File: config.mk
export PLATFORM = sky130hd
export DESIGN_NAME = fetch_ctrl
export DESIGN_NICKNAME = d
export VERILOG_FILES = /design/src/rtl/fetch_ctrl.sv
export SDC_FILE = /design/constraint.sdc
export NUM_CORES = 1
export LEC_CHECK = 0
export BUFFER_PORTS_ARGS = -buffer_cell sky130_fd_sc_hd__buf_2
export CORE_MARGIN = 5
export CORE_UTILIZATION = 30
export CTS_BUF_LIST = sky130_fd_sc_hd__clkbuf_2 sky130_fd_sc_hd__clkbuf_4 sky130_fd_sc_hd__clkbuf_8
export CTS_CLUSTER_SIZE = 16
export DETAILED_ROUTE_END_ITERATION = 10
export PLACE_DENSITY = 0.52
export RECOVER_POWER = 100
export SYNTH_ARGS = -nofsm -noshare
export SYNTH_HDL_FRONTEND = slang
export SYNTH_SLANG_ARGS = --single-unit
File: constraint.sdc
create_clock -name clk_i -period 3.7 [get_ports clk_i]
set_input_delay 0.555 -clock clk_i [delete_from_list [all_inputs] [get_ports clk_i]]
set_output_delay 0.555 -clock clk_i [all_outputs]
set_load 0.01 [all_outputs]
File: src/rtl/fetch_ctrl.sv
// fetch_ctrl: fetch-side sequencer between the fetch-stage PC register and the
// instruction cache. Selects the next-PC source, issues one icache request at a
// time, holds a returned packet while decode stalls, and absorbs commit
// redirects that land while a request is outstanding.
//
// Ports:
//   clk_i, rstn_i          clock, asynchronous active-low reset
//   stall_i                decode cannot accept a fetch packet
//   redirect_valid_i/pc_i  commit redirect pulse and target
//   icache_ready_i         icache accepts the request this cycle
//   icache_resp_valid_i    icache returns data for the accepted request
//   next_pc_sel_o          PC mux select (0=PC, 1=PC_4, 2=COMMIT)
//   pc_commit_o            commit target driven to the fetch stage
//   icache_req_valid_o     request valid for the current PC
//   icache_kill_o          one-cycle kill of the outstanding request
//   fetch_valid_o          fetch packet valid toward decode
//   fetch_cnt_o            delivered instruction count (wraps)
//   miss_cyc_o             WAIT_RESP cycles beyond the first (wraps)
module fetch_ctrl #(
  parameter int unsigned ADDR_W = 40,
  parameter int unsigned CNT_W  = 32
) (
  input  logic              clk_i,
  input  logic              rstn_i,
  input  logic              stall_i,
  input  logic              redirect_valid_i,
  input  logic [ADDR_W-1:0] redirect_pc_i,
  input  logic              icache_ready_i,
  input  logic              icache_resp_valid_i,
  output logic [1:0]        next_pc_sel_o,
  output logic [ADDR_W-1:0] pc_commit_o,
  output logic              icache_req_valid_o,
  output logic              icache_kill_o,
  output logic              fetch_valid_o,
  output logic [CNT_W-1:0]  fetch_cnt_o,
  output logic [CNT_W-1:0]  miss_cyc_o
);

  localparam logic [1:0] ST_BOOT = 2'd0;
  localparam logic [1:0] ST_REQ  = 2'd1;
  localparam logic [1:0] ST_WAIT = 2'd2;
  localparam logic [1:0] ST_HOLD = 2'd3;

  localparam logic [1:0] NEXT_PC_SEL_PC     = 2'd0;
  localparam logic [1:0] NEXT_PC_SEL_PC_4   = 2'd1;
  localparam logic [1:0] NEXT_PC_SEL_COMMIT = 2'd2;

  logic [1:0]        state_q, state_d;
  logic              kill_pend_q, kill_pend_d;
  logic [ADDR_W-1:0] pend_pc_q, pend_pc_d;
  logic              was_wait_q, was_wait_d;
  logic [CNT_W-1:0]  fetch_cnt_q, fetch_cnt_d;
  logic [CNT_W-1:0]  miss_cyc_q, miss_cyc_d;

  // Next-state and combinational outputs.
  always_comb begin
    state_d            = state_q;
    kill_pend_d        = kill_pend_q;
    pend_pc_d          = pend_pc_q;
    next_pc_sel_o      = NEXT_PC_SEL_PC;
    icache_req_valid_o = 1'b0;
    icache_kill_o      = 1'b0;
    fetch_valid_o      = 1'b0;

    case (state_q)
      ST_BOOT: begin
        if (redirect_valid_i) next_pc_sel_o = NEXT_PC_SEL_COMMIT;
        state_d = ST_REQ;
      end
      ST_REQ: begin
        // A redirect suppresses the request so it is issued for the new PC.
        if (redirect_valid_i) begin
          next_pc_sel_o = NEXT_PC_SEL_COMMIT;
        end else begin
          icache_req_valid_o = 1'b1;
          if (icache_ready_i) state_d = ST_WAIT;
        end
      end
      ST_WAIT: begin
        if (redirect_valid_i && icache_resp_valid_i) begin
          // Request already completed: apply the redirect directly.
          next_pc_sel_o = NEXT_PC_SEL_COMMIT;
          kill_pend_d   = 1'b0;
          state_d       = ST_REQ;
        end else if (redirect_valid_i) begin
          // PC must not move under the in-flight request; park the target.
          kill_pend_d   = 1'b1;
          pend_pc_d     = redirect_pc_i;
          icache_kill_o = 1'b1;
        end else if (icache_resp_valid_i) begin
          if (kill_pend_q) begin
            next_pc_sel_o = NEXT_PC_SEL_COMMIT;
            kill_pend_d   = 1'b0;
            state_d       = ST_REQ;
          end else begin
            fetch_valid_o = 1'b1;
            if (!stall_i) begin
              next_pc_sel_o = NEXT_PC_SEL_PC_4;
              state_d       = ST_REQ;
            end else begin
              state_d = ST_HOLD;
            end
          end
        end
      end
      ST_HOLD: begin
        if (redirect_valid_i) begin
          next_pc_sel_o = NEXT_PC_SEL_COMMIT;
          state_d       = ST_REQ;
        end else begin
          fetch_valid_o = 1'b1;
          if (!stall_i) begin
            next_pc_sel_o = NEXT_PC_SEL_PC_4;
            state_d       = ST_REQ;
          end
        end
      end
      default: state_d = ST_BOOT;
    endcase
  end

  assign pc_commit_o = redirect_valid_i ? redirect_pc_i : pend_pc_q;

  // Performance counters; consecutive WAIT cycles always belong to one request.
  always_comb begin
    was_wait_d  = (state_q == ST_WAIT);
    fetch_cnt_d = fetch_cnt_q + CNT_W'(fetch_valid_o && !stall_i);
    miss_cyc_d  = miss_cyc_q + CNT_W'((state_q == ST_WAIT) && was_wait_q);
  end

  assign fetch_cnt_o = fetch_cnt_q;
  assign miss_cyc_o  = miss_cyc_q;

  // State and counter registers.
  always_ff @(posedge clk_i or negedge rstn_i) begin
    if (!rstn_i) begin
      state_q     <= ST_BOOT;
      kill_pend_q <= 1'b0;
      pend_pc_q   <= '0;
      was_wait_q  <= 1'b0;
      fetch_cnt_q <= '0;
      miss_cyc_q  <= '0;
    end else begin
      state_q     <= state_d;
      kill_pend_q <= kill_pend_d;
      pend_pc_q   <= pend_pc_d;
      was_wait_q  <= was_wait_d;
      fetch_cnt_q <= fetch_cnt_d;
      miss_cyc_q  <= miss_cyc_d;
    end
  end

endmodule

==> flow_summary.html <==
<table>
<tr><th>Metric</th><th>Value</th></tr>
<tr><th colspan="2">Place</th></tr>
<tr><td>Estimated wirelength of the detail-placed design</td><td>9136 um</td></tr>
<tr><td>Placed cells</td><td>773</td></tr>
<tr><td>Global placer's final weighted congestion</td><td>0.7273</td></tr>
<tr><td>Port Buffers</td><td>around 150</td></tr>
<tr><td>Placed Instance Area</td><td>slightly above 6000 sq um</td></tr>
<tr><th colspan="2">STA</th></tr>
<tr><td>Setup clock skew after layout</td><td>0.01424 ns</td></tr>
<tr><td>Final hold viol count</td><td>0</td></tr>
<tr><td>Highest attainable clock frequency</td><td>about 330 MHz</td></tr>
<tr><td>Unrepaired setup endpoints after global routing</td><td>no</td></tr>
<tr><td>Post-route setup TNS</td><td>0 ns</td></tr>
<tr><td>Final count of pins violating max slew</td><td>81</td></tr>
<tr><td>Final cycle utilization of the critical path</td><td>0.8258</td></tr>
<tr><td>Transition at the pin with the smallest max-transition slack</td><td>1.674 ns</td></tr>
<tr><td>Rel. slew slack</td><td>-0.1161</td></tr>
<tr><td>Final setup viols</td><td>0</td></tr>
<tr><td>Tmin final</td><td>3.055 ns</td></tr>
<tr><th colspan="2">Cells and area</th></tr>
<tr><td>Final layout net count</td><td>617</td></tr>
<tr><td>Area delta synth-&gt;final</td><td>20.53%</td></tr>
<tr><td>Final std cell area, no fill</td><td>6142 sq um</td></tr>
<tr><td>Fraction of layout cells with a size suffix above 1</td><td>0.2619</td></tr>
<tr><td>Count of filler cells inserted in the layout</td><td>1,744</td></tr>
<tr><td>Util after Layout</td><td>0.3691</td></tr>
<tr><td>Sequential cell area in the final layout</td><td>between 2000 and 3000 sq um</td></tr>
<tr><td>N_diodes</td><td>0</td></tr>
<tr><td>Final cell count without fillers</td><td>789</td></tr>
<tr><td>Area taken by multi-input logic gates</td><td>2300 sq um</td></tr>
<tr><th colspan="2">Routing</th></tr>
<tr><td>Drt drc</td><td>0</td></tr>
<tr><td>Initial DRC Count</td><td>100</td></tr>
<tr><td>Router iterations before antenna repair</td><td>4</td></tr>
<tr><td>Met3 layer wire length in the routed design</td><td>~1200 um</td></tr>
<tr><td>Via count of the routed design</td><td>3,692</td></tr>
<tr><td>Total met2 wirelength after detailed routing</td><td>5766 um</td></tr>
<tr><td>Vias per cell</td><td>4.679</td></tr>
<tr><td>M1 wire length</td><td>5153 um</td></tr>
<tr><td>Post-DRT Antenna Nets</td><td>0</td></tr>
<tr><td>Total detailed-routing wirelength</td><td>~12,000 um</td></tr>
<tr><td>Avg WL per Cell</td><td>15.57 um</td></tr>
<tr><td>Top sig layer</td><td>met4</td></tr>
<tr><th colspan="2">Logic synthesis</th></tr>
<tr><td>Cell area after synthesis</td><td>5096 sq um</td></tr>
<tr><td>Register area share after synthesis</td><td>0.5303</td></tr>
<tr><td>Portion of synthesized cell area occupied by the leading cell type</td><td>0.5303</td></tr>
<tr><td>Count of cell types in the netlist</td><td>35</td></tr>
<tr><td>Post-Syn Area per Cell</td><td>approximately 12 sq um</td></tr>
<tr><td>Most instantiated cells after synthesis</td><td>dfrtp_1 (108), mux2_2 (80), xnor2_1 (46)</td></tr>
<tr><td>Largest area contributor in the netlist</td><td>dfrtp_1</td></tr>
<tr><td>Post-Syn Nets</td><td>461</td></tr>
<tr><td>Top_reg_cell synth</td><td>dfrtp_1</td></tr>
<tr><td>Synthesized netlist cell count</td><td>408</td></tr>
<tr><td>Ranking of synthesized cells by area</td><td>dfrtp_1 (53%), mux2_2 (18%), xnor2_1 (7.9%)</td></tr>
<tr><td>Share of flip-flops with an asynchronous set or reset</td><td>1.000</td></tr>
<tr><td>Synthesis-stage register bit count</td><td>108</td></tr>
<tr><td>Post-synth EDFFs</td><td>0</td></tr>
<tr><td>Warnings from Yosys</td><td>0</td></tr>
<tr><td>Most repeated cell in the gate-level netlist after synthesis</td><td>dfrtp_1</td></tr>
<tr><th colspan="2">CTS</th></tr>
<tr><td>Root Buffer</td><td>clkbuf_8</td></tr>
<tr><td>Clock latency on the worst-skew pair</td><td>0.38 ns</td></tr>
<tr><td>Resized cells post-CTS</td><td>0</td></tr>
<tr><td>Clock tree from TritonCTS</td><td>done</td></tr>
<tr><td>Post CTS Setup Buffer Count</td><td>0</td></tr>
<tr><td>CTS Buffer Depth</td><td>2</td></tr>
<tr><td>H-tree depth</td><td>3</td></tr>
<tr><td>Clock transition at the registers of the reported paths</td><td>0.10 ns</td></tr>
<tr><td>Number of buffers inserted during clock tree synthesis</td><td>9</td></tr>
<tr><td>Number of hold buffers added after cts</td><td>0</td></tr>
<tr><td>Count of clock tree sinks</td><td>~110</td></tr>
<tr><th colspan="2">Floorplan</th></tr>
<tr><td>Initial cell density of the core</td><td>0.3062</td></tr>
<tr><td>I/O pin count</td><td>about 160</td></tr>
<tr><td>Core Box Area</td><td>16,640 sq um</td></tr>
<tr><td>Core Rows</td><td>47</td></tr>
<tr><td>Die span in y</td><td>140.3 um</td></tr>
<tr><td>Die width</td><td>about 140 um</td></tr>
<tr><td>Area of the die</td><td>19,690 sq um</td></tr>
<tr><th colspan="2">GRT</th></tr>
<tr><td>Antenna violations before repair</td><td>0</td></tr>
<tr><td>GRT Residual Overflow</td><td>0</td></tr>
<tr><td>Vias in the first global route</td><td>just under 4k</td></tr>
<tr><td>Global-route wire length before repair</td><td>20,380 um</td></tr>
<tr><td>Pin count of the biggest net entering global routing</td><td>64</td></tr>
<tr><td>Overall Global Routing Usage</td><td>0.1264</td></tr>
<tr><th colspan="2">Critical path</th></tr>
<tr><td>Kind of capture point of the worst setup path</td><td>output pin</td></tr>
<tr><td>Startpoint class of the critical path</td><td>primary input</td></tr>
<tr><td>Critical path buffer and inverter count</td><td>3</td></tr>
<tr><td>Top fanout value on the critical path</td><td>26</td></tr>
<tr><td>Most frequent cell on the critical path</td><td>clkbuf_1</td></tr>
<tr><td>Number of cells traversed by the worst register-to-register path</td><td>5</td></tr>
<tr><td>Worst path required time</td><td>3.14 ns</td></tr>
<tr><td>Cell depth of the worst setup path</td><td>4</td></tr>
<tr><td>Kind of critical path</td><td>in2out</td></tr>
<tr><td>Max stage delay cell, worst path</td><td>clkbuf_1</td></tr>
<tr><td>Arrival time at the worst endpoint</td><td>2.50 ns</td></tr>
<tr><td>Worst stage delay on the critical path</td><td>0.90 ns</td></tr>
<tr><td>Kind of cell adding the most delay to the critical path</td><td>buffers and inverters</td></tr>
<tr><td>Cells along the critical path</td><td>clkbuf_1, buf_4, mux2_2, clkbuf_1</td></tr>
<tr><th colspan="2">Power and ir drop</th></tr>
<tr><td>Overall power</td><td>3.125 mW</td></tr>
<tr><td>Switching power of the nets</td><td>972.7 uW</td></tr>
<tr><td>Total internal power</td><td>~2.2 mW</td></tr>
<tr><td>Worst vdd rail ir drop</td><td>0.0002970 V</td></tr>
<tr><td>Switching share of total power</td><td>0.3112</td></tr>
<tr><td>Clock share of power</td><td>0.225</td></tr>
<tr><td>Power share of the combinational group</td><td>0.273</td></tr>
<tr><td>Share of total power in sequential cells</td><td>0.502</td></tr>
<tr><td>Power density over the cells</td><td>slightly above 500 nW/um^2</td></tr>
<tr><td>Leakage power</td><td>2.713 nW</td></tr>
<tr><th colspan="2">Min path</th></tr>
<tr><td>Type of the worst min-delay path</td><td>in2reg</td></tr>
<tr><td>Cell depth of the worst min-delay path</td><td>2</td></tr>
<tr><th colspan="2">Run status</th></tr>
<tr><td>Failing checks</td><td>max-capacitance violations, max-slew violations</td></tr>
<tr><td>Result of the run</td><td>finished, violations left</td></tr>
<tr><th colspan="2">Job</th></tr>
<tr><td>Max_cap viols</td><td>2</td></tr>
</table>
[cells by family after synthesis]
family / synth area share
compound gates: 0.01473
xor+xnor: 0.1031
fa+ha+maj: 0.01719
buf+inv: 0.01424
flops: 0.5303
mux: 0.1768
simple gates: 0.1436
[power by group through the flow]
stage	sequential (mW)	combinational (mW)	clock, mW
detailed placement	1.59	0.913	0
global route	1.60	0.951	0.786
finish	1.57	0.852	0.704
floorplan	1.57	0.600	0
CTS	1.57	0.918	0.751
global placement	1.58	0.886	0
[placed cells by master, fill, tap and decap left out, types with 3 or more instances in the layout]
cell type,count
buf_2,52
nand3_1,20
a21oi_1,3
mux2_1,7
mux2_2,73
and4_1,6
nor2_1,12
clkbuf_1,103
nand2b_1,3
clkbuf_8,11
nand2_1,24
and2_1,5
xor2_1,14
o21ai_0,3
xnor2_1,46
inv_1,3
dfrtp_1,108
and2_0,3
and3_1,9
ha_1,7
nor3_1,8
nand4_1,24
[worst reg2reg max path, cell delays in order, from the launching register on]
cell and delay (ns):
dfrtp_1 0.43, inv_1 0.07, ha_1 0.31, a21boi_1 1.22, buf_4 0.52, mux2_2 0.40
[through the flow]
step / setup WS, ns / hold WS [ns]
2_1_floorplan: 1.354 / 0.2594
3_3_place_gp: 1.075 / 0.4557
3_5_place_dp: 1.036 / 0.4718
4_1_cts: 1.026 / 0.2887
5_1_grt: 0.4440 / 0.4468
6_report: 0.6445 / 0.4445
[state kept, by name (all words and copies together) (netlist names)]
signal / flops
pend_pc_q: 40
miss_cyc_o: 32
was_wait_q: 1
kill_pend_q: 1
fetch_cnt_o: 32
state_q: 2
[cell type report]
cell class,count,share of cell area
clock inverter,5,0.005704
timing repair buffer,158,0.1086
multi-input combinational,284,0.3744
inverter,3,0.001833
sequential,108,0.4400
clock buffer,11,0.02465
tap,220,0.04482
[layer usage]
metal  global-route usage  vias up
met3              0.05692        8
met1               0.1515     1806
met4              0.03825        0
li1                     -     1763
met5                    0        -
met2               0.2046      115
[final timing paths]
kind,end,slack [ns],from
worst max-delay path,pc_commit_o[28],0.64,redirect_valid_i
worst min-delay path,kill_pend_q,0.44,icache_resp_valid_i
worst max register to register,pend_pc_q[5],0.65,state_q[0]
worst min register to register,fetch_cnt_o[31],0.49,fetch_cnt_o[31]
max in group asynchronous,miss_cyc_o[5],1.14,rstn_i
min in group asynchronous,pend_pc_q[25],0.59,rstn_i
Note: power is estimated with default switching activity, not from simulation.
